**src/rtl/state_pkg.sv**
```systemverilog
// state_pkg: animation codes consumed by the player sprite renderer
package state_pkg;
  typedef enum logic [2:0] {IDLE, RIGHT1, LEFT1, RIGHT2, LEFT2} State;
endpackage

```
**src/rtl/vga_pkg.sv**
```systemverilog
// vga_pkg: display geometry shared by the sprite controllers
package vga_pkg;
  localparam int H_RES    = 1024;
  localparam int V_RES    = 768;
  localparam int PLAYER_W = 40;
  localparam int PLAYER_H = 80;
endpackage

```
**src/rtl/frame_tick.sv**
```systemverilog
// frame_tick: one-cycle pulse on each vsync rising edge, no spurious pulse after reset
module frame_tick (
  input  logic clk,
  input  logic rst,
  input  logic vsync_i,
  output logic tick_o
);
  logic vsync_q;
  // previous vsync, reset high so a vsync already high at release is not an edge
  always_ff @(posedge clk)
    vsync_q <= rst ? 1'b1 : vsync_i;
  assign tick_o = vsync_i & ~vsync_q;
endmodule

```
**src/rtl/player1_ctl.sv**
```systemverilog
// player1_ctl: per-frame player-1 motion, jump and walk-animation controller
module player1_ctl
  import state_pkg::*;
  import vga_pkg::*;
#(
  parameter int X_MIN       = 0,
  parameter int X_MAX       = H_RES - PLAYER_W,
  parameter int X_START     = 100,
  parameter int Y_REST      = 100,
  parameter int STEP        = 4,
  parameter int JUMP_V0     = 12,
  parameter int GRAVITY     = 1,
  parameter int ANIM_FRAMES = 8
) (
  input  logic        clk,
  input  logic        rst,
  input  logic        vsync,
  input  logic        move_left,
  input  logic        move_right,
  input  logic        jump,
  output logic [11:0] xpos_player1,
  output logic [11:0] ypos_player1,
  output State        state
);
  typedef enum logic {GROUND, AIR} jmp_e;
  logic              tick, mv_r, mv_l, same_dir;
  logic        [11:0] x_q, x_d, y_q, y_d;
  logic        [12:0] x_up;
  logic signed [12:0] x_dn, y_n;
  logic signed [7:0]  vel_q, vel_d;
  logic        [7:0]  cnt_q, cnt_d;
  logic               phase_q, phase_d, armed_q, armed_d;
  jmp_e               jst_q, jst_d;
  State               st_q, st_d;
  frame_tick u_tick (.clk(clk), .rst(rst), .vsync_i(vsync), .tick_o(tick));
  // state register; a tick on the reset edge is discarded
  always_ff @(posedge clk)
    if (rst) begin
      x_q     <= 12'(X_START);
      y_q     <= 12'(Y_REST);
      vel_q   <= '0;
      cnt_q   <= '0;
      phase_q <= 1'b0;
      armed_q <= 1'b1;
      jst_q   <= GROUND;
      st_q    <= IDLE;
    end else begin
      x_q     <= x_d;
      y_q     <= y_d;
      vel_q   <= vel_d;
      cnt_q   <= cnt_d;
      phase_q <= phase_d;
      armed_q <= armed_d;
      jst_q   <= jst_d;
      st_q    <= st_d;
    end
  // next state: everything advances only on the frame tick
  always_comb begin
    mv_r     = move_right & ~move_left;
    mv_l     = move_left & ~move_right;
    x_up     = {1'b0, x_q} + 13'(STEP);
    x_dn     = $signed({1'b0, x_q}) - $signed(13'(STEP));
    y_n      = $signed({1'b0, y_q}) - $signed({{5{vel_q[7]}}, vel_q});
    same_dir = (mv_r && (st_q == RIGHT1 || st_q == RIGHT2)) || (mv_l && (st_q == LEFT1 || st_q == LEFT2));
    x_d      = x_q;
    y_d      = y_q;
    vel_d    = vel_q;
    cnt_d    = cnt_q;
    phase_d  = phase_q;
    armed_d  = armed_q;
    jst_d    = jst_q;
    st_d     = st_q;
    if (tick) begin
      x_d = mv_r ? (x_up > 13'(X_MAX) ? 12'(X_MAX) : x_up[11:0])
          : mv_l ? (x_dn < $signed(13'(X_MIN)) ? 12'(X_MIN) : x_dn[11:0])
          : x_q;
      armed_d = jump ? armed_q : 1'b1;
      if (jst_q == GROUND) begin
        if (jump && armed_q) begin
          jst_d   = AIR;
          vel_d   = 8'(JUMP_V0);
          armed_d = 1'b0;
        end
      end else if (y_n >= $signed(13'(Y_REST))) begin
        jst_d = GROUND;
        y_d   = 12'(Y_REST);
        vel_d = '0;
      end else begin
        y_d   = y_n[11:0];
        vel_d = vel_q - 8'(GRAVITY);
      end
      cnt_d   = (mv_r | mv_l) && same_dir && cnt_q != 8'(ANIM_FRAMES - 1) ? cnt_q + 8'd1 : '0;
      phase_d = (mv_r | mv_l) && same_dir && (cnt_q == 8'(ANIM_FRAMES - 1) ? ~phase_q : phase_q);
      st_d    = mv_r ? (phase_d ? RIGHT2 : RIGHT1) : mv_l ? (phase_d ? LEFT2 : LEFT1) : IDLE;
    end
  end
  // outputs come straight from the frame-stable registers
  always_comb begin
    xpos_player1 = x_q;
    ypos_player1 = y_q;
    state        = st_q;
  end
endmodule

```
**config.mk**
```make
export PLATFORM = sky130hd
export DESIGN_NAME = player1_ctl
export DESIGN_NICKNAME = d
export VERILOG_FILES = /design/src/rtl/state_pkg.sv /design/src/rtl/vga_pkg.sv /design/src/rtl/frame_tick.sv /design/src/rtl/player1_ctl.sv
export SDC_FILE = /design/constraint.sdc
export NUM_CORES = 1
export LEC_CHECK = 0
export CAP_MARGIN = 5
export CORE_ASPECT_RATIO = 0.75
export CORE_MARGIN = 2
export CORE_UTILIZATION = 43
export CTS_CLUSTER_DIAMETER = 50
export DETAILED_ROUTE_END_ITERATION = 16
export GPL_ROUTABILITY_DRIVEN = 1
export PLACE_DENSITY_LB_ADDON = 0.05
export SLEW_MARGIN = 20
export SYNTH_ARGS = -nofsm -noshare
export SYNTH_HDL_FRONTEND = slang
export SYNTH_SLANG_ARGS = --single-unit
```
**constraint.sdc**
```tcl
create_clock -name clk -period 2.45 [get_ports clk]
set_input_delay 0.49 -clock clk [delete_from_list [all_inputs] [get_ports clk]]
set_output_delay 0.49 -clock clk [all_outputs]
set_load 0.005 [all_outputs]
```
==> results of run 1 <==
-- routing by layer --
metal | track usage, % | routed length (um) | vias up
met2 | 32.9 | 3720 | 80
met5 | 0 | 0 | -
met3 | 3.56 | 396 | 6
met1 | 33.4 | 4360 | 1508
li1 | - | - | 1634
met4 | 3.29 | 46 | 0
-- cells by family after synthesis --
family,Yosys count,synth area share (%)
buf+inv,44,5.65
flops,45,28.4
simple gates,184,29.1
compound gates,93,20.3
other cells,1,0.118
mux,4,1.26
fa+ha+maj,20,8.14
xor+xnor,25,6.91
-- critical path: stages (launching register included) --
cell and delay, ns:
dfxtp_2 0.34, inv_2 0.04, ha_4 0.15, fa_2 0.36, nor2b_4 0.12, o31a_1 0.29, o22ai_2 0.15, xnor2_2 0.20
a31oi_1 0.13, a41o_4 0.31, o21ba_4 0.24, o211a_1 0.10
-- report_power, final --
group          switching (uW)  total (uW)  internal, uW
Combinational             218         430           212
Clock                     248         450           202
Sequential               15.4         760           745
Total                     482        1640          1160
-- worst max path at each step --
| stage | cells after the start | to | slack, ns |
|---|---|---|---|
| finish | 11 | vel_q[3] | -0.09 |
| global route | 10 | vel_q[3] | -0.17 |
| CTS | 11 | vel_q[4] | -0.02 |
| floorplan | 11 | ypos_player1[2] | -0.04 |
| detailed placement | 11 | vel_q[3] | -0.09 |
| global placement | 11 | vel_q[3] | -0.04 |
-- layout by cell type, fill, tap and decap left out, drive strengths merged, types with 6 or more instances in the layout --
cell and count:
clkbuf 7, nand2b 6, xor2 11, o211ai 6
dfxtp 45, nor3 26, buf 70, a21oi 28
nor2 54, xnor2 14, o21ai 23, nand3 20
clkdlybuf4s50 30, inv 22, ha 19, nand2 39
-- timing repair --
action,CTS,global route
endpoints found under the setup margin,21,26
buffers inserted,7,6
gates resized for setup,13,35
endpoints found under the hold margin,0,0
pin swaps,16,16
-- per-stage QoR --
step,TNS (ns),hold slack (ns),util (%)
after floorplan,-0.0721,0.435,-
after global placement,-0.197,0.447,54.7
after detailed placement,-0.719,0.470,54.7
after CTS,-0.0564,0.484,57.3
after global routing,-2.01,0.508,59.7
final,-0.468,0.478,59.7
-- sequential cells by signal (all words and copies together) (netlist names) --
signal,cells
armed_q,1
cnt_q,8
jst_q,1
phase_q,1
state,3
u_tick.vsync_q,1
vel_q,8
xpos_player1,10
ypos_player1,12
-- area by class of cell --
class | instances | area [um2] | share of cell area, %
clock inverter | 1 | 7.51 | 0.174
multi-input combinational | 328 | 2280 | 52.9
clock buffer | 7 | 76.3 | 1.77
sequential | 45 | 911 | 21.1
timing repair buffer | 100 | 830 | 19.2
inverter | 22 | 82.6 | 1.91
tap | 101 | 126 | 2.93
==> flow_metrics.py, run 1 <==
metrics = {
    "critical_path": {
        "worst_setup_path_start_kind": "flip-flop",
        "critical_path_class": "reg -> reg",
        "cp.arrival_ns": 2.73,
        "regToRegSetupSlack_ns": -0.09,
        "r2r_cells": 11,
        "crit_path_start": "ypos_player1[0]",
        "crit_path_end_kind": "flip-flop",
        "worstReg2RegEnd": "vel_q[3]",
        "r2r_start": "ypos_player1[0]",
        "cp_max_fo": 5,
        "crit_required_ns": 2.65,
    },
    "clocking": {
        "clk_pin_slew_ns": 0.09,
        "cts_buffer_depth": 2,
        "h-tree-depth": 2,
        "root_buffer": "clkbuf_8",
        "hold_buffers": 0,
        "cts_sinks": 45,
        "insertion_delay_ns": 0.30,
        "numCtsBuffers": 5,
        "cts_tree": "done",
    },
    "floorplan": {
        "rows": 27,
        "core_area_um2": 7230,
        "die_h_um": 78.3,
        "pin_count": 33,
        "dieArea_um2": 8070,
        "initial_core_util_pct": 43.8,
        "die_x_um": 103,
    },
    "sta": {
        "setup_viol_count_final": 10,
        "rsz0062_at_grt": "yes",
        "hold_viol_final": 0,
        "final_max_slew_viol_count": 0,
        "setup_ws_ns": -0.0858,
        "period_needed_ns": 2.54,
        "slew_headroom_pct": 63.8,
        "fmax_mhz": 394,
        "finalCritPeriodShare_pct": 104,
        "worstMarginPinSlew_ns": 0.539,
        "clock_skew_ns": 0.00736,
    },
    "synth": {
        "synth_flop_cell": "dfxtp_1",
        "ys_seq_elements": 45,
        "yosysTopAreaCellShare_pct": 28.4,
        "ys_top_cells_by_count": "nor2_1, dfxtp_1, nand2_1, a21oi_1",
        "syn_avg_cell_area_um2": 7.61,
        "synth_largest_area_cell": "dfxtp_1",
        "async_flop_share_pct": 0,
        "synth.area.top_cells": "dfxtp_1, ha_1, nor2_1, nand2_1, a21oi_1",
        "yosysMostFrequentCell": "nor2_1",
        "synth_edf_count": 0,
        "ys_types": 61,
        "syn_inst": 416,
        "ys.warnings.count": 0,
        "netlist_area_um2": 3170,
        "seq_area_frac_synth_pct": 28.4,
    },
    "drt": {
        "detail-route-antenna-nets": 0,
        "drc_errors": 0,
        "vias": 3228,
        "drt-total-wl_um": 8520,
        "wl_per_cell_um": 14.1,
        "dr.pass1.iters": 4,
        "drt_iter0_drc": 159,
        "avgViaCountPerCell": 5.34,
    },
    "pwr": {
        "leakage_uw": 0.00172,
        "finalPower_uw": 1640,
        "ir_drop_v": 0.000255,
        "power.density_nw_per_um2": 380,
    },
    "status": {
        "violations": "negative setup slack",
        "status": "complete, but fails checks",
    },
    "final_layout": {
        "fin_nets": 528,
        "post_layout_nonfiller_instances": 604,
        "fillers": 686,
        "design_area_um2": 4310,
        "area_growth_pct": 36.2,
        "drive_gt1_share_pct": 26.0,
        "diodes": 0,
    },
    "grt": {
        "grt-ovfl-total": 0,
        "grt_max_degree": 14,
        "antenna_found_initial": 0,
        "grt_pass1_wl_um": 14300,
        "grtUsageTotal_pct": 21.9,
        "grt_pass1_vias": 3017,
    },
    "min_path": {
        "min_delay_worst_endpoint": "armed_q",
        "holdPathStages": 2,
        "hold_path_class": "reg -> reg",
        "worstHoldStart": "armed_q",
    },
    "flow_run": {
        "drv_cap": 0,
    },
    "place": {
        "dp_slack_ns": -0.0950,
        "post-place-cells": 584,
        "place_area_um2": 3950,
        "port_buffers": 30,
        "gp_congestion": 0.855,
        "dpl.hpwl_um": 6330,
    },
}
No activity file was read; power rests on OpenSTA's default activity.
==> run 2, diff against run 1 <==
CAP_MARGIN = unset   (was 5)
CORE_MARGIN = 1   (was 2)
==> run 2 against run 1 <==
  * Sequential power down 0.5%
  * Final cell count shrank 0.50%
  * The run still ends with negative setup slack left
  * Die area down 4.4%
  * Clock skew increased by 0.0013 ns
  * Critical path depth increased by 1
  * Clock-buffer cell count is 1 lower
  * Clock power is 14% higher
  * Hold slack got worse by 0.010 ns
  * Fmax down 0.62%
  * Sequential cell count did not move
  * Power grew 3.7%
  * Non-clock buffer count did not move
  * Largest cell class unchanged
==> flow_metrics.py, run 2 (same netlist as run 1, synthesis figures left out) <==
metrics = {
    "status": {
        "status": "complete, but fails checks",
        "violations": "negative setup slack",
    },
    "sta": {
        "final_max_slew_viol_count": 0,
        "period_needed_ns": 2.55,
        "worstMarginPinSlew_ns": 0.561,
        "finalCritPeriodShare_pct": 104,
        "rsz0062_at_grt": "yes",
        "slew_headroom_pct": 62.2,
        "setup_ws_ns": -0.102,
        "setup_viol_count_final": 14,
        "hold_viol_final": 0,
        "fmax_mhz": 392,
        "clock_skew_ns": 0.00870,
    },
    "critical_path": {
        "path_delay_family": "compound AO/OA/AOI/OAI gates",
        "regToRegSetupSlack_ns": -0.10,
        "worst_setup_path_start_kind": "flip-flop",
        "slowest_stage": "o31a_1",
        "crit_buf_inv": 2,
        "crit_chain": "inv_2 > ha_4 > fa_2 > nor2b_4 > o31a_1 > buf_4 > o211ai_4 > mux2i_2 > a2111oi_4 > a41o_4 > o21ba_4 > o21a_1",
        "critical_path_class": "reg -> reg",
        "crit_path_end_kind": "flip-flop",
        "cp.arrival_ns": 2.75,
        "slowest_delay_ns": 0.34,
        "crit_required_ns": 2.65,
        "cp_max_fo": 5,
    },
    "final_layout": {
        "fin_nets": 528,
        "diodes": 0,
        "final_cell_mix": "buf_4, nor2_1, dfxtp_1, nand2_1, clkdlybuf4s50_1",
        "layout_commonest_cell": "buf_4",
        "post_layout_nonfiller_instances": 601,
        "drive_gt1_share_pct": 25.2,
        "area_growth_pct": 36.6,
        "largest_reg_flops": 12,
    },
    "grt": {
        "grt_max_degree": 16,
        "antenna_found_initial": 0,
        "grt-ovfl-total": 0,
        "grtUsageTotal_pct": 22.4,
        "grt_pass1_wl_um": 14000,
        "grt_pass1_vias": 2863,
    },
    "pwr": {
        "intPower_uw": 1190,
        "power.density_nw_per_um2": 393,
        "power_frac_seq_pct": 44.4,
        "clkPwrFrac_pct": 30.2,
        "ir_drop_v": 0.000260,
        "p_sw_uw": 515,
        "combPwrFrac_pct": 25.4,
        "finalPower_uw": 1700,
        "p_sw_share_pct": 30.3,
        "leakage_uw": 0.00171,
    },
    "drt": {
        "avgViaCountPerCell": 5.33,
        "drt-total-wl_um": 8600,
        "wl_per_cell_um": 14.3,
        "drt_iter0_drc": 119,
        "drc_errors": 0,
        "vias": 3203,
        "dr.pass1.iters": 5,
        "detail-route-antenna-nets": 0,
    },
    "min_path": {
        "hold_path_class": "reg -> reg",
    },
    "clocking": {
        "h-tree-depth": 2,
        "cts_tree": "done",
        "insertion_delay_ns": 0.30,
        "numCtsBuffers": 5,
        "clk_pin_slew_ns": 0.10,
        "root_buffer": "clkbuf_8",
        "cts_buffer_depth": 2,
        "cts_sinks": 45,
        "hold_buffers": 0,
    },
    "place": {
        "post-place-cells": 584,
        "port_buffers": 30,
        "dpl.hpwl_um": 6410,
        "gp_congestion": 0.881,
    },
    "floorplan": {
        "rows": 26,
        "dieArea_um2": 7720,
        "core_area_um2": 6960,
        "pin_count": 33,
        "initial_core_util_pct": 45.5,
        "die_h_um": 76.3,
        "die_x_um": 101,
    },
    "flow_run": {
        "drv_cap": 0,
    },
}
==> run 2: cell count changes in the layout (fill, tap and decap cells not counted), sizes merged <==
cell and delta:
clkbuf -1, inv +1
==> run 2: worst reg2reg max path, cell delays in order (launching register included) <==
cell and delay [ns]:
dfxtp_2 0.33, inv_2 0.06, ha_4 0.13, fa_2 0.22, nor2b_4 0.05, o31a_1 0.34, buf_4 0.17, o211ai_4 0.18
mux2i_2 0.29, a2111oi_4 0.06, a41o_4 0.29, o21ba_4 0.22, o21a_1 0.11
==> run 2: final timing paths <==
| check | startpoint | cells past startpoint | endpoint |
|---|---|---|---|
| worst max-delay path | ypos_player1[0] | 12 | jst_q |
| worst max register to register | ypos_player1[0] | 12 | jst_q |
| worst min register to register | armed_q | 2 | armed_q |
| worst min-delay path | armed_q | 2 | armed_q |
==> run 2: final cells by class <==
type	instances	area (um2)
tap	98	123
fill	638	2640
sequential	45	913
multi-input combinational	328	2280
inverter	22	82.6
clock inverter	2	16.3
clock buffer	6	82.6
timing repair buffer	100	830
==> run 2: timing repair <==
| item | 4_1_cts | 5_1_grt |
|---|---|---|
| gates resized for setup | 11 | 31 |
| endpoints found under the hold margin | 0 | 0 |
| endpoints found under the setup margin | 20 | 28 |
| setup buffers | 4 | 5 |
| pin swaps | 14 | 18 |
==> run 2: routing by layer <==
metal	share of wire [%]	GRT usage, %
met5	0	0
met4	0.45	3.48
met3	3.9	3.39
met2	43	32.4
met1	53	35.0
==> run 2: power by group through the flow <==
stage	logic, uW	clock network [uW]	registers, uW
after floorplan	236	0	772
after global placement	367	0	773
after detailed placement	372	0	773
after CTS	396	528	757
after global routing	470	561	758
final	432	514	756
==> run 2: stage by stage <==
stage	setup TNS (ns)	setup slack, ns	hold slack [ns]	util, %	instance area [um2]
3_5_place_dp	-1.20	-0.118	0.455	57.1	3970
3_3_place_gp	-0.573	-0.0882	0.446	57.1	3970
5_1_grt	-3.60	-0.214	0.497	62.1	4330
2_1_floorplan	-0.0721	-0.0385	0.435	-	3190
6_report	-0.727	-0.102	0.468	62.1	4330
4_1_cts	-0.263	-0.0555	0.472	59.5	4150
==> run 3, diff against run 2 <==
CORE_MARGIN = 2   (was 1)
==> results of run 3 <==
No change in the layout: final DEF, timing and power equal those of run 1.
